<file path="src/rtl/booth_pkg.sv">
// Shared definitions for the Booth multiplier dispatch slice:
// dispatcher FSM state encoding and FIFO width helpers.
package booth_pkg;

    typedef enum logic [2:0] {
        IDLE,
        START,
        WAIT_LO,
        WAIT_HI,
        DRAIN
    } state_t;

    localparam int DEF_DATAWIDTH = 32;
    localparam int DEF_DEPTH     = 4;
    localparam int DEF_TAGW      = 4;

    function automatic int ptr_w(input int depth);
        return (depth > 1) ? $clog2(depth) : 1;
    endfunction

    function automatic int cnt_w(input int depth);
        return $clog2(depth) + 1;
    endfunction

endpackage

</file>
<file path="src/rtl/booth_op_fifo.sv">
// Operand FIFO: DEPTH entries of WIDTH bits, pointers wrap mod DEPTH.
// Ports: clk, rstn, push/wdata, pop/rdata (head), count, full, empty.
module booth_op_fifo
    import booth_pkg::*;
#(
    parameter int WIDTH = 68,
    parameter int DEPTH = DEF_DEPTH,
    localparam int PW   = ptr_w(DEPTH),
    localparam int CW   = cnt_w(DEPTH)
) (
    input  logic             clk,
    input  logic             rstn,
    input  logic             push,
    input  logic [WIDTH-1:0] wdata,
    input  logic             pop,
    output logic [WIDTH-1:0] rdata,
    output logic [CW-1:0]    count,
    output logic             full,
    output logic             empty
);

    logic [WIDTH-1:0] mem [DEPTH];
    logic [PW-1:0]    wr_ptr;
    logic [PW-1:0]    rd_ptr;
    logic             do_push;
    logic             do_pop;

    assign full    = (count == CW'(DEPTH));
    assign empty   = (count == '0);
    assign do_push = push && !full;
    assign do_pop  = pop && !empty;
    assign rdata   = mem[rd_ptr];

    always_ff @(posedge clk or negedge rstn) begin
        if (!rstn) begin
            wr_ptr <= '0;
            rd_ptr <= '0;
            count  <= '0;
        end else begin
            if (do_push)
                wr_ptr <= wr_ptr + PW'(1);
            if (do_pop)
                rd_ptr <= rd_ptr + PW'(1);
            if (do_push && !do_pop)
                count <= count + CW'(1);
            else if (do_pop && !do_push)
                count <= count - CW'(1);
        end
    end

    // Storage needs no reset; pointers alone define validity.
    always_ff @(posedge clk) begin
        if (do_push)
            mem[wr_ptr] <= wdata;
    end

endmodule

</file>
<file path="src/rtl/booth_dispatch.sv">
// Queues tagged operand pairs and feeds them one at a time to booth_fsm,
// returning registered products in order. Ports: in_* (push side),
// mul_* (booth_fsm handshake), out_* (result side), count (occupancy).
module booth_dispatch
    import booth_pkg::*;
#(
    parameter int DATAWIDTH = DEF_DATAWIDTH,
    parameter int DEPTH     = DEF_DEPTH,
    parameter int TAGW      = DEF_TAGW
) (
    input  logic                   clk,
    input  logic                   rstn,
    input  logic                   in_valid,
    output logic                   in_ready,
    input  logic [DATAWIDTH-1:0]   in_a,
    input  logic [DATAWIDTH-1:0]   in_b,
    input  logic [TAGW-1:0]        in_tag,
    output logic                   mul_en,
    output logic [DATAWIDTH-1:0]   mul_multiplier,
    output logic [DATAWIDTH-1:0]   mul_multiplicand,
    input  logic                   mul_done,
    input  logic [2*DATAWIDTH-1:0] mul_product,
    output logic                   out_valid,
    input  logic                   out_ready,
    output logic [2*DATAWIDTH-1:0] out_product,
    output logic [TAGW-1:0]        out_tag,
    output logic [$clog2(DEPTH):0] count
);

    localparam int EW = 2 * DATAWIDTH + TAGW;

    state_t                 state;
    logic [EW-1:0]          head;
    logic [TAGW-1:0]        op_tag;
    logic                   full;
    logic                   empty;
    logic                   pop;
    logic                   capture;

    assign in_ready = !full;
    assign pop      = (state == IDLE) && !empty;
    // Result register frees up this cycle if empty or being consumed.
    assign capture  = (state == DRAIN) && (!out_valid || out_ready);

    booth_op_fifo #(
        .WIDTH (EW),
        .DEPTH (DEPTH)
    ) u_fifo (
        .clk   (clk),
        .rstn  (rstn),
        .push  (in_valid),
        .wdata ({in_a, in_b, in_tag}),
        .pop   (pop),
        .rdata (head),
        .count (count),
        .full  (full),
        .empty (empty)
    );

    always_ff @(posedge clk or negedge rstn) begin
        if (!rstn) begin
            state            <= IDLE;
            mul_en           <= 1'b0;
            mul_multiplier   <= '0;
            mul_multiplicand <= '0;
            op_tag           <= '0;
            out_valid        <= 1'b0;
            out_product      <= '0;
            out_tag          <= '0;
        end else begin
            if (out_valid && out_ready)
                out_valid <= 1'b0;
            unique case (state)
                IDLE: begin
                    if (!empty) begin
                        mul_multiplier   <= head[EW-1 -: DATAWIDTH];
                        mul_multiplicand <= head[TAGW +: DATAWIDTH];
                        op_tag           <= head[TAGW-1:0];
                        mul_en           <= 1'b1;
                        state            <= START;
                    end
                end
                START: begin
                    mul_en <= 1'b0;
                    state  <= WAIT_LO;
                end
                WAIT_LO: begin
                    if (!mul_done)
                        state <= WAIT_HI;
                end
                WAIT_HI: begin
                    if (mul_done)
                        state <= DRAIN;
                end
                DRAIN: begin
                    if (capture) begin
                        out_product <= mul_product;
                        out_tag     <= op_tag;
                        out_valid   <= 1'b1;
                        state       <= IDLE;
                    end
                end
                default: begin
                    mul_en <= 1'b0;
                    state  <= IDLE;
                end
            endcase
        end
    end

endmodule

</file>
<file path="config.mk">
export PLATFORM = sky130hd
export DESIGN_NAME = booth_dispatch
export DESIGN_NICKNAME = d
export VERILOG_FILES = /design/src/rtl/booth_pkg.sv /design/src/rtl/booth_op_fifo.sv /design/src/rtl/booth_dispatch.sv
export SDC_FILE = /design/constraint.sdc
export NUM_CORES = 1
export LEC_CHECK = 0
export BUFFER_PORTS_ARGS = -buffer_cell sky130_fd_sc_hd__buf_2
export CAP_MARGIN = 20
export CORE_ASPECT_RATIO = 0.9
export CORE_MARGIN = 2
export CORE_UTILIZATION = 55
export CTS_CLUSTER_SIZE = 10
export DETAILED_ROUTE_END_ITERATION = 8
export GPL_TIMING_DRIVEN = 1
export PLACE_DENSITY = 0.78
export SETUP_SLACK_MARGIN = 0.1
export SYNTH_ARGS = -nofsm -noshare
export SYNTH_HDL_FRONTEND = slang
export SYNTH_SLANG_ARGS = --single-unit
</file>
<file path="constraint.sdc">
create_clock -name clk -period 3.65 [get_ports clk]
set_input_delay 0.73 -clock clk [delete_from_list [all_inputs] [get_ports clk]]
set_output_delay 0.73 -clock clk [all_outputs]
set_load 0.02 [all_outputs]
</file>
==> flow_summary.json <==
{
  "clkSinkCount": 420,
  "p_sw_share_pct": 31.3,
  "synth_cell_types": 31,
  "clk_latency_ps": 550,
  "num_io_pins": 275,
  "worstSetupPathDepth": 8,
  "rsz0062_at_grt": "false",
  "path_clk_slew_ps": 50,
  "grt_pass1_wl_um": 47000,
  "cts_resized": 0,
  "gp_congestion": 0.755,
  "synth_cells": 697,
  "netlist.area_leader.share_pct": 52.6,
  "slew_headroom_pct": 30.2,
  "worstMarginPinSlew_ps": 1050,
  "cts-root-buf": "clkbuf_16",
  "antenna_found_initial": 6,
  "p_int_uw": 11500,
  "post_dp_cell_area_mm2": 0.0173,
  "vias_per_cell": 5.44,
  "ys_seq_elements": 420,
  "finalInstanceArea_mm2": 0.0187,
  "drt-initial-drc-count": 429,
  "firstDrtPassIters": 5,
  "synthTopCellsByArea": "edfxtp_1, dfrtp_1, mux4_2",
  "hpwl_um": 19200,
  "syn_area_per_cell_um2": 22.3,
  "holdCritPathClass": "input port to asynchronous set/reset pin",
  "drc_errors": 0,
  "async_flop_share_pct": 35.2,
  "pre_cts_slack_ps": 998,
  "critPathTopFamily": "simple AND/OR/NAND/NOR gates",
  "grt_max_degree": 70,
  "critical_path.slowest_cell": "dfrtp_1",
  "seq_power_share_pct": 44.4,
  "start_util_pct": 55.7,
  "synthesis.area_mm2": 0.0155,
  "critPathCaptureType": "register",
  "cts_hold_buf": 0,
  "die-width_um": 181,
  "routed_wl_um": 30500,
  "final_util_pct": 67.1,
  "worstPathRequired_ps": 4110,
  "critical_path_class": "register to register",
  "vias": 7631,
  "status": "complete, no violations",
  "synth_commonest_cells": "edfxtp_1, dfrtp_1, mux2_2, mux4_2, mux2_1",
  "grt.overflow.total": 0,
  "drv_cap": 0,
  "htreeDepth": 2,
  "die_h_um": 163,
  "rows": 58,
  "grt_usage_pct": 21.1,
  "setup_tns_ps": 0,
  "syn_to_final_growth_pct": 20.4,
  "cts_made_buffers": 48,
  "p_leak_uw": 0.00736,
  "path_cells": "or3_4 > nand3_4 > ha_1 > inv_1 > fa_1 > xor2_1 > nor2_1 > xor2_1",
  "p_comb_share_pct": 30.3,
  "worst-r2r-cell-count": 8,
  "synth_fp_nets": 840,
  "layout-drive-gt1-share_pct": 51.4,
  "port-buffer-count": 274,
  "synth_largest_area_cell": "edfxtp_1",
  "die_area_mm2": 0.0296,
  "period_share_pct": 66.5,
  "min_period_ps": 2430,
  "coreArea_mm2": 0.0279,
  "clockBufferDepth": 3,
  "fmax_ghz": 0.412,
  "skew_ps": 12.4,
  "yosysSeqAreaShare_pct": 76.4,
  "critPathMaxStageDelay_ps": 450,
  "slew_viol_final": 0,
  "r2r-start": "u_fifo.count[0]",
  "worstReg2RegEnd": "u_fifo.count[2]",
  "synth_flop_cell": "edfxtp_1",
  "clkPwrFrac_pct": 25.3,
  "arrival_ps": 2890,
  "hold_ws_ps": 160,
  "postRouteAntennaNets": 0,
  "cts_tree": "done",
  "synth_edf_count": 272,
  "start_kind": "register",
  "synth_most_common_cell": "edfxtp_1",
  "power_density_mw_per_mm2": 896,
  "yosysWarnings": 0,
  "route.detailed.wl_per_inst_um": 21.8,
  "crit_path_max_fanout": 28,
  "final.setup.worst_slack_ps": 1220,
  "nets": 1147,
  "post_cts_buffers": 0,
  "final_hold_viol_count": 0,
  "cp_common_cell": "xor2_1",
  "crit_start": "u_fifo.count[0]",
  "ir_worst_vdd_v": 0.000502,
  "setup_viol": 0,
  "first_global_vias": 8074,
  "netSwitchingPower_uw": 5250,
  "r2r_slack_ps": 1220,
  "cp_num_buf_inv": 1
}
## worst max-delay path by stage
| stage | to | slack (ps) |
|---|---|---|
| 2_1_floorplan | u_fifo.mem[0][0] | 470 |
| 3_3_place_gp | u_fifo.mem[0][27] | 1040 |
| 3_5_place_dp | u_fifo.mem[0][30] | 1000 |
| 4_1_cts | u_fifo.count[2] | 1140 |
| 5_1_grt | u_fifo.count[2] | 1030 |
| 6_report | u_fifo.count[2] | 1220 |
## flip-flops by register name (all words and copies together) (netlist names)
register and count:
mul_multiplier 32, mul_multiplicand 32, state 3, u_fifo.wr_ptr 2, out_tag 4, u_fifo.rd_ptr 2, mul_en 1, u_fifo.mem 272
op_tag 4, u_fifo.count 3, out_product 64, out_valid 1
## power by group through the flow
stage          combinational [uW]  clock [uW]  sequential, uW
2_1_floorplan                2910           0            8110
3_3_place_gp                 5070           0            7460
3_5_place_dp                 5160           0            7530
4_1_cts                      5200        4350            7470
5_1_grt                      5450        4540            7620
6_report                     5080        4240            7440
## per-stage QoR
stage / power [uW] / instances
after floorplan: 11000 / 697
after global placement: 12500 / 1314
after detailed placement: 12700 / 1314
after CTS: 17000 / 1401
after global routing: 17600 / 1401
final: 16800 / 1403
## layer usage
metal	share of wire [%]	global-route usage [%]	up-vias	wire length, um
met5	0.14	0	-	44
met4	2.2	5.95	8	677
met3	7.5	5.17	64	2290
met2	50	37.0	297	15400
met1	40	26.7	3876	12100
li1	-	-	3386	-
## layout make-up
cell class | instances | area, um^2
multi-input combinational | 243 | 3400
clock buffer | 84 | 1360
clock inverter | 3 | 33.8
antenna | 2 | 5.00
tap | 360 | 450
timing repair buffer | 287 | 1560
sequential | 420 | 11900
inverter | 4 | 15.0
fill | 1861 | 9160
## cell usage in the layout (no fill, tap or decap), drive strengths merged, types with 2 or more instances in the layout
cell	netlist	routed
nand4	2	2
and2	4	4
inv	4	6
mux2	138	138
dfrtp	148	148
ha	5	5
clkbuf	5	84
diode	0	2
nor2	4	4
xor2	2	2
edfxtp	272	272
xnor2	4	4
mux4	68	68
nand3	2	2
buf	25	287
nand2	3	3
## cell families after synthesis
| logic type | count (synthesis) | share of synthesized area, % |
|---|---|---|
| buffers and inverters | 34 | 1.76 |
| and+or+nand+nor | 20 | 0.862 |
| muxes | 206 | 19.9 |
| DFF | 420 | 76.4 |
| xor gates and xnor gates | 6 | 0.338 |
| adders and majority gates | 6 | 0.532 |
| AOI/OAI and AO/OA | 5 | 0.225 |
(Power assumes the default switching activity.)
